<file path="src/rtl/i2c_reg_sequencer.sv">
// i2c_reg_sequencer: runs one descriptor as a full I2C register write/read over the bridge I2C_DATA slot.
// Ports: clk, rst (sync, active-high); go/op/dev_addr/reg_addr/len_m1/wdata descriptor in;
//   busy/done/err/rdata result out; br_data_in/br_data_wr/br_data_rd to the bridge, br_data_out status from it.
// Optional: define I2C_SEQ_TIMEOUT_EN for a per-wait watchdog of TIMEOUT_CYCLES cycles (err=10).
module i2c_reg_sequencer #(
    parameter int TIMEOUT_CYCLES = 1000000,
    parameter int TMO_W = 20
) (
    input  logic        clk,
    input  logic        rst,
    input  logic        go,
    input  logic        op,
    input  logic [6:0]  dev_addr,
    input  logic [7:0]  reg_addr,
    input  logic [1:0]  len_m1,
    input  logic [31:0] wdata,
    output logic        busy,
    output logic        done,
    output logic [1:0]  err,
    output logic [31:0] rdata,
    output logic [31:0] br_data_in,
    output logic        br_data_wr,
    output logic        br_data_rd,
    input  logic [31:0] br_data_out
);
    typedef enum logic [3:0] {
        S_IDLE, S_ADDR, S_WAIT_TX, S_DATA, S_WAIT_IDLE, S_RCMD, S_WAIT_RX, S_RACK, S_DONE
    } state_t;
    state_t      state_q, state_d;
    logic        op_q, op_d;
    logic [6:0]  dev_q, dev_d;
    logic [7:0]  reg_q, reg_d;
    logic [1:0]  len_q, len_d;
    logic [31:0] wdata_q, wdata_d;
    logic [2:0]  k_q, k_d;
    logic [1:0]  idx_q, idx_d;
    logic        rph_q, rph_d;
    logic        settle_q, settle_d;
    logic        busy_q, busy_d;
    logic        done_q, done_d;
    logic        nack_q, nack_d;
    logic [31:0] rdata_q, rdata_d;
    logic [31:0] bin_q, bin_d;
    logic        wr_q, wr_d;
    logic        rd_q, rd_d;
    logic [2:0]  last;
    logic [31:0] wsh;
    logic [7:0]  dbyte;
    logic        in_wait;
    logic        sample;
    logic        unused_hi;

    function automatic logic [31:0] rcmd(input logic [1:0] i, input logic [1:0] l, input logic [6:0] d);
        return {19'd0, i == l, 2'b00, 1'b1, i == 2'd0, i == 2'd0 ? {1'b0, d} : 8'd0};
    endfunction

    // k counts DATA bytes already issued; byte 0 of the stream is always reg_addr
    assign last      = op_q ? 3'd0 : {1'b0, len_q} + 3'd1;
    assign wsh       = wdata_q >> {k_q - 3'd1, 3'd0};
    assign dbyte     = (k_q == 3'd0) ? reg_q : wsh[7:0];
    assign in_wait   = state_q inside {S_WAIT_TX, S_WAIT_IDLE, S_WAIT_RX};
    // the first wait cycle after a strobe is a settle cycle: bridge status lags by one
    assign sample    = in_wait && !settle_q;
    assign unused_hi = ^br_data_out[31:12];

`ifdef I2C_SEQ_TIMEOUT_EN
    logic [TMO_W-1:0] tmo_q, tmo_d;
    logic             to_q, to_d;
    assign err = {to_q, nack_q & ~to_q};
`else
    localparam int unused_tmo = TIMEOUT_CYCLES + TMO_W;
    assign err = {1'b0, nack_q};
`endif

    always_comb begin
        state_d  = state_q;
        op_d     = op_q;
        dev_d    = dev_q;
        reg_d    = reg_q;
        len_d    = len_q;
        wdata_d  = wdata_q;
        k_d      = k_q;
        idx_d    = idx_q;
        rph_d    = rph_q;
        settle_d = 1'b0;
        busy_d   = busy_q;
        done_d   = 1'b0;
        nack_d   = nack_q;
        rdata_d  = rdata_q;
        bin_d    = '0;
        wr_d     = 1'b0;
        rd_d     = 1'b0;
`ifdef I2C_SEQ_TIMEOUT_EN
        to_d     = to_q;
`endif
        case (state_q)
            S_IDLE: if (go) begin
                state_d = S_ADDR;
                op_d    = op;
                dev_d   = dev_addr;
                reg_d   = reg_addr;
                len_d   = len_m1;
                wdata_d = wdata;
                k_d     = '0;
                idx_d   = '0;
                rph_d   = 1'b0;
                busy_d  = 1'b1;
                nack_d  = 1'b0;
                rdata_d = '0;
                wr_d    = 1'b1;
                bin_d   = {19'd0, 5'b01001, 1'b0, dev_addr};
`ifdef I2C_SEQ_TIMEOUT_EN
                to_d    = 1'b0;
`endif
            end
            S_ADDR, S_DATA: begin
                state_d  = S_WAIT_TX;
                settle_d = 1'b1;
            end
            S_RCMD: begin
                state_d  = S_WAIT_RX;
                settle_d = 1'b1;
            end
            S_WAIT_TX: if (sample && !br_data_out[11]) begin
                if (k_q > last) state_d = S_WAIT_IDLE;
                else begin
                    state_d = S_DATA;
                    wr_d    = 1'b1;
                    k_d     = k_q + 3'd1;
                    bin_d   = {19'd0, k_q == last, 4'b0100, dbyte};
                end
            end
            S_WAIT_IDLE: if (sample && !br_data_out[9]) begin
                if (op_q && !rph_q) begin
                    state_d = S_RCMD;
                    rph_d   = 1'b1;
                    wr_d    = 1'b1;
                    bin_d   = rcmd(2'd0, len_q, dev_q);
                end else begin
                    state_d = S_DONE;
                    done_d  = 1'b1;
                    busy_d  = 1'b0;
                end
            end
            S_WAIT_RX: if (sample && br_data_out[10]) begin
                state_d = S_RACK;
                rd_d    = 1'b1;
            end
            S_RACK: begin
                rdata_d[{idx_q, 3'd0} +: 8] = br_data_out[7:0];
                if (idx_q == len_q) begin
                    state_d  = S_WAIT_IDLE;
                    settle_d = 1'b1;
                end else begin
                    idx_d   = idx_q + 2'd1;
                    state_d = S_RCMD;
                    wr_d    = 1'b1;
                    bin_d   = rcmd(idx_q + 2'd1, len_q, dev_q);
                end
            end
            default: state_d = S_IDLE;
        endcase
        if (sample && br_data_out[8]) nack_d = 1'b1;
`ifdef I2C_SEQ_TIMEOUT_EN
        tmo_d = (state_d != state_q) ? '0 : tmo_q + TMO_W'(1);
        // a satisfied wait wins over a timeout landing on the same cycle
        if (in_wait && state_d == state_q && tmo_q == TMO_W'(TIMEOUT_CYCLES - 1)) begin
            state_d = S_DONE;
            done_d  = 1'b1;
            busy_d  = 1'b0;
            to_d    = 1'b1;
        end
`endif
    end

    always_ff @(posedge clk) begin
        if (rst) begin
            state_q  <= S_IDLE;
            op_q     <= 1'b0;
            dev_q    <= '0;
            reg_q    <= '0;
            len_q    <= '0;
            wdata_q  <= '0;
            k_q      <= '0;
            idx_q    <= '0;
            rph_q    <= 1'b0;
            settle_q <= 1'b0;
            busy_q   <= 1'b0;
            done_q   <= 1'b0;
            nack_q   <= 1'b0;
            rdata_q  <= '0;
            bin_q    <= '0;
            wr_q     <= 1'b0;
            rd_q     <= 1'b0;
`ifdef I2C_SEQ_TIMEOUT_EN
            tmo_q    <= '0;
            to_q     <= 1'b0;
`endif
        end else begin
            state_q  <= state_d;
            op_q     <= op_d;
            dev_q    <= dev_d;
            reg_q    <= reg_d;
            len_q    <= len_d;
            wdata_q  <= wdata_d;
            k_q      <= k_d;
            idx_q    <= idx_d;
            rph_q    <= rph_d;
            settle_q <= settle_d;
            busy_q   <= busy_d;
            done_q   <= done_d;
            nack_q   <= nack_d;
            rdata_q  <= rdata_d;
            bin_q    <= bin_d;
            wr_q     <= wr_d;
            rd_q     <= rd_d;
`ifdef I2C_SEQ_TIMEOUT_EN
            tmo_q    <= tmo_d;
            to_q     <= to_d;
`endif
        end
    end

    assign busy       = busy_q;
    assign done       = done_q;
    assign rdata      = rdata_q;
    assign br_data_in = bin_q;
    assign br_data_wr = wr_q;
    assign br_data_rd = rd_q;
endmodule

</file>
<file path="config.mk">
export PLATFORM = sky130hd
export DESIGN_NAME = i2c_reg_sequencer
export DESIGN_NICKNAME = d
export VERILOG_FILES = /design/src/rtl/i2c_reg_sequencer.sv
export SDC_FILE = /design/constraint.sdc
export NUM_CORES = 1
export LEC_CHECK = 0
export CORE_MARGIN = 2
export CORE_UTILIZATION = 30
export CTS_BUF_LIST = sky130_fd_sc_hd__clkbuf_2 sky130_fd_sc_hd__clkbuf_4 sky130_fd_sc_hd__clkbuf_8
export DETAILED_ROUTE_END_ITERATION = 8
export PLACE_DENSITY_LB_ADDON = 0.1
export SKIP_CTS_REPAIR_TIMING = 1
export SLEW_MARGIN = 20
export SYNTH_ARGS = -nofsm -noshare
export SYNTH_HDL_FRONTEND = slang
export SYNTH_SLANG_ARGS = --single-unit
</file>
<file path="constraint.sdc">
create_clock -name clk -period 3.2 [get_ports clk]
set_input_delay 0.64 -clock clk [delete_from_list [all_inputs] [get_ports clk]]
set_output_delay 0.64 -clock clk [all_outputs]
set_load 0.01 [all_outputs]
</file>
==> out/qor.txt <==
Part of the cycle the worst path needs: 78.8%
Setup repair after global routing missed its margin: no
Area of the multi-input gates: 2420 µm²
Count of input and output buffers: 114
Post-Place Worst Slack: 0.668 ns
Final count of hold timing violations: 0
I/O Pins: 155
Vias/cell: 4.78
Largest net degree at the start of global routing: 97
Relative contribution of combinational cells to total power: 30.9%
Clock sink count: 111
Dominant combinational cell family by area after synthesis: simple AND/OR/NAND/NOR gates
Buffering stage count on the worst path with inverters included: 1
TritonCTS Buffers: 9
Maximum vdd drop: 0.000285 V
Number of nets still failing antenna checks after routing: 0
Total area of sequential cells: 2220 µm²
GRT overflow: 0
Clock slew seen by the registers of the worst setup and hold paths: 0.10 ns
Mux share of post-synthesis cell area: 3.74%
Final number of max-transition violations: 0
Register area share after synthesis: 45.2%
Class of the tightest hold or removal check: reg2reg
Iter 0 DRT Violations: 290
Core area: 15900 µm²
Final WL: 13200 µm
Area fraction in compound gates after synthesis: 19.6%
First-pass detailed-route iteration total: 4
Chain of cells forming the critical path: inv_1 > ha_1 > nand2b_1 > ha_1 > and3b_1 > o21ai_0 > nor3b_4 > nand3_4 > o22ai_1
Psw: 1.36 mW
Most common cell after layout, fill and taps aside: sky130_fd_sc_hd__nand2_1
Highest routing layer actually used: met4
Routed met2 length: 6560 µm
Post-synthesis sequential element count: 111
Die Area: 17400 µm²
Post-synthesis cell count: 577
Crit path setup slack, layout: 0.677 ns
Routed wire per std cell: 14.8 µm
Diode insertion count for antenna repair: 0
Total via count in the routed design: 4267
Max incr delay on CP: 0.44 ns
CP endpoint kind: register
Number of remaining DRC errors: 0
Mean instance size in the synthesized netlist: 8.52 µm²
Run status: finished, final reports clean
Slowest stage cell on the critical path: sky130_fd_sc_hd__dfxtp_1
Post-synthesis to final-layout area growth: 29.6%
Die extent in x: 132 µm
Synthesized-area fraction occupied by xor and xnor cells: 0.713%
Synthesized-area fraction occupied by and/or/nand/nor cells: 20.2%
Commonest cells after routing, fill and taps aside: 118 x sky130_fd_sc_hd__nand2_1, 113 x sky130_fd_sc_hd__clkdlybuf4s50_1, 111 x sky130_fd_sc_hd__dfxtp_1
CTS root buf: sky130_fd_sc_hd__clkbuf_8
Share of async-settable or async-resettable flops after synthesis: 0%
Sw Ratio: 34.8%
Top fanout value on the critical path: 9
Cell seen most often among critical-path stages: sky130_fd_sc_hd__ha_1
Path type of the worst setup path: reg2reg
Clock latency on the worst-skew pair: 0.39 ns
Worst Tran Pin Value: 1.02 ns
Period minus WS final: 2.52 ns
Share of post-route cells with drive strength above 1: 5.47%
Post-Route Setup TNS: 0 ns
First-pass GRT wire length: 21600 µm
TritonCTS clock tree: built
Prevailing post-synth register cell: sky130_fd_sc_hd__dfxtp_1
Worst path required time: 3.51 ns
Maximum clock frequency: 0.396 GHz
Clock Skew: 0.0107 ns
Synth warn: 0
Initial standard-cell utilization of the core: 30.8%
Maximum buffer depth of the clock tree: 2
Vias in the first global route: 4154
Worst Setup Start Kind: register
Adder and majority cell fraction of the synthesized area: 3.31%
Total number of placement rows: 46
Internal Power: 2.55 mW
Max H-tree Level: 3
Core utilization of the finished layout: 39.9%
Aggregate global-route resource usage: 15.4%
Ratio of total power to cell area: 615 nW/µm²
Sequential power share: 44.6%
Synth cell types: 57
Worst Path Arrival: 2.83 ns
Clock network fraction of total power: 24.6%
Synthesized area: 4910 µm²
Worst slew slack as a fraction of its limit: 32.3%
Max-cap viol count: 0
Count of flip-flops with a built-in enable after synthesis: 0
Met3 wirelength from detailed routing: 655 µm
Post-DP HPWL: 9610 µm
Antenna violations before repair: 0
Final setup viols: 0
Filler cell count: 1648
Total Nets Final: 771
Kind of cell with the highest combined delay on the critical path: simple AND/OR/NAND/NOR gates
Static Leakage: 2.24 nW
Met1 layer wirelength in the final routing: 5810 µm
Die height: 132 µm
Global placement routability congestion: 0.777
==> layout make-up <==
cell class / count / share of cell area, %
multi-input combinational: 419 / 37.9
sequential: 111 / 34.9
timing repair buffer: 121 / 18.7
tap: 216 / 4.24
clock buffer: 11 / 2.38
clock inverter: 4 / 1.22
inverter: 11 / 0.648
==> worst paths after layout <==
check / slack, ns / end / startpoint / depth (start not counted)
min: 0.46 / wdata_q[7]$_SDFFE_PP0P_ / wdata_q[7]$_SDFFE_PP0P_ / 2
max: 0.68 / br_data_in[1]$_SDFF_PP0_ / len_q[0]$_SDFFE_PP0P_ / 9
min reg2reg: 0.46 / wdata_q[7]$_SDFFE_PP0P_ / wdata_q[7]$_SDFFE_PP0P_ / 2
max reg2reg: 0.68 / br_data_in[1]$_SDFF_PP0_ / len_q[0]$_SDFFE_PP0P_ / 9
==> per-layer routing <==
metal	up-vias	GRT usage, %
li1	2155	-
met1	1985	19.3
met2	115	26.4
met3	12	3.34
met4	0	4.77
met5	-	0
==> cells by family (layout without fill, tap and decap cells) <==
logic type,Yosys count,after routing
other,1,20
adder cells (fa/ha/maj),13,13
multiplexers,17,17
AND/OR/NAND/NOR,214,214
flip-flops,111,111
XOR/XNOR,4,4
buffers and inverters,66,147
AO/OA/AOI/OAI,151,151
==> power groups by stage <==
| stage | Combinational, mW | Sequential [mW] | Clock [mW] |
|---|---|---|---|
| after floorplan | 0.866 | 1.72 | 0 |
| after global placement | 1.22 | 1.77 | 0 |
| after detailed placement | 1.23 | 1.78 | 0 |
| after CTS | 1.23 | 1.75 | 1.00 |
| after global routing | 1.37 | 1.78 | 1.05 |
| final | 1.21 | 1.75 | 0.962 |
==> synth_stat cells (2+ instances only) <==
| library cell | instances | area share [%] |
|---|---|---|
| sky130_fd_sc_hd__nand2_1 | 118 | 9.0 |
| sky130_fd_sc_hd__dfxtp_1 | 111 | 45 |
| sky130_fd_sc_hd__a22oi_1 | 33 | 5.0 |
| sky130_fd_sc_hd__a2111oi_0 | 2 | 0.36 |
| sky130_fd_sc_hd__and4b_1 | 2 | 0.41 |
| sky130_fd_sc_hd__nand3b_1 | 2 | 0.31 |
| sky130_fd_sc_hd__buf_1 | 2 | 0.15 |
| sky130_fd_sc_hd__or3_1 | 2 | 0.25 |
| sky130_fd_sc_hd__clkbuf_1 | 20 | 1.5 |
| sky130_fd_sc_hd__a21boi_1 | 7 | 1.1 |
| sky130_fd_sc_hd__xnor2_1 | 2 | 0.36 |
| sky130_fd_sc_hd__nand2b_1 | 5 | 0.64 |
| sky130_fd_sc_hd__nor2_1 | 51 | 3.9 |
| sky130_fd_sc_hd__mux2i_1 | 15 | 3.1 |
| sky130_fd_sc_hd__xor2_1 | 2 | 0.36 |
| sky130_fd_sc_hd__o22ai_1 | 14 | 1.8 |
| sky130_fd_sc_hd__o21ai_0 | 3 | 0.31 |
| sky130_fd_sc_hd__inv_1 | 9 | 0.69 |
| sky130_fd_sc_hd__o211ai_1 | 2 | 0.31 |
| sky130_fd_sc_hd__nor3_1 | 8 | 0.81 |
| sky130_fd_sc_hd__a211oi_1 | 15 | 2.3 |
| sky130_fd_sc_hd__ha_1 | 13 | 3.3 |
| sky130_fd_sc_hd__and2_1 | 8 | 1.0 |
| sky130_fd_sc_hd__a21oi_1 | 66 | 6.7 |
| sky130_fd_sc_hd__nor2b_1 | 2 | 0.25 |
| sky130_fd_sc_hd__buf_2 | 11 | 1.1 |
| sky130_fd_sc_hd__and4_1 | 2 | 0.36 |
| sky130_fd_sc_hd__buf_4 | 21 | 3.2 |
==> sequential cells by signal, indices dropped and copies added, names as in the netlist <==
signal,cells
br_data_in,13
br_data_rd,1
br_data_wr,1
busy,1
dev_q,7
done,1
idx_q,2
k_q,3
len_q,2
nack_q,1
op_q,1
rdata,32
reg_q,8
rph_q,1
settle_q,1
state_q,4
wdata_q,32
==> through the flow <==
stage	cells	instance area, µm²	power (mW)	hold slack [ns]
final	893	6370	3.92	0.459
after global routing	893	6370	4.19	0.477
after CTS	893	6370	3.99	0.461
after detailed placement	878	6140	3.01	0.447
after global placement	878	6140	2.99	0.442
after floorplan	596	4980	2.59	0.433
==> worst reg2reg max path, cell delays in order, from the launching register on <==
cell                       delay [ns]
sky130_fd_sc_hd__dfxtp_1         0.44
sky130_fd_sc_hd__inv_1           0.07
sky130_fd_sc_hd__ha_1            0.27
sky130_fd_sc_hd__nand2b_1        0.06
sky130_fd_sc_hd__ha_1            0.28
sky130_fd_sc_hd__and3b_1         0.18
sky130_fd_sc_hd__o21ai_0         0.41
sky130_fd_sc_hd__nor3b_4         0.37
sky130_fd_sc_hd__nand3_4         0.19
sky130_fd_sc_hd__o22ai_1         0.18
(Power assumes the default switching activity.)
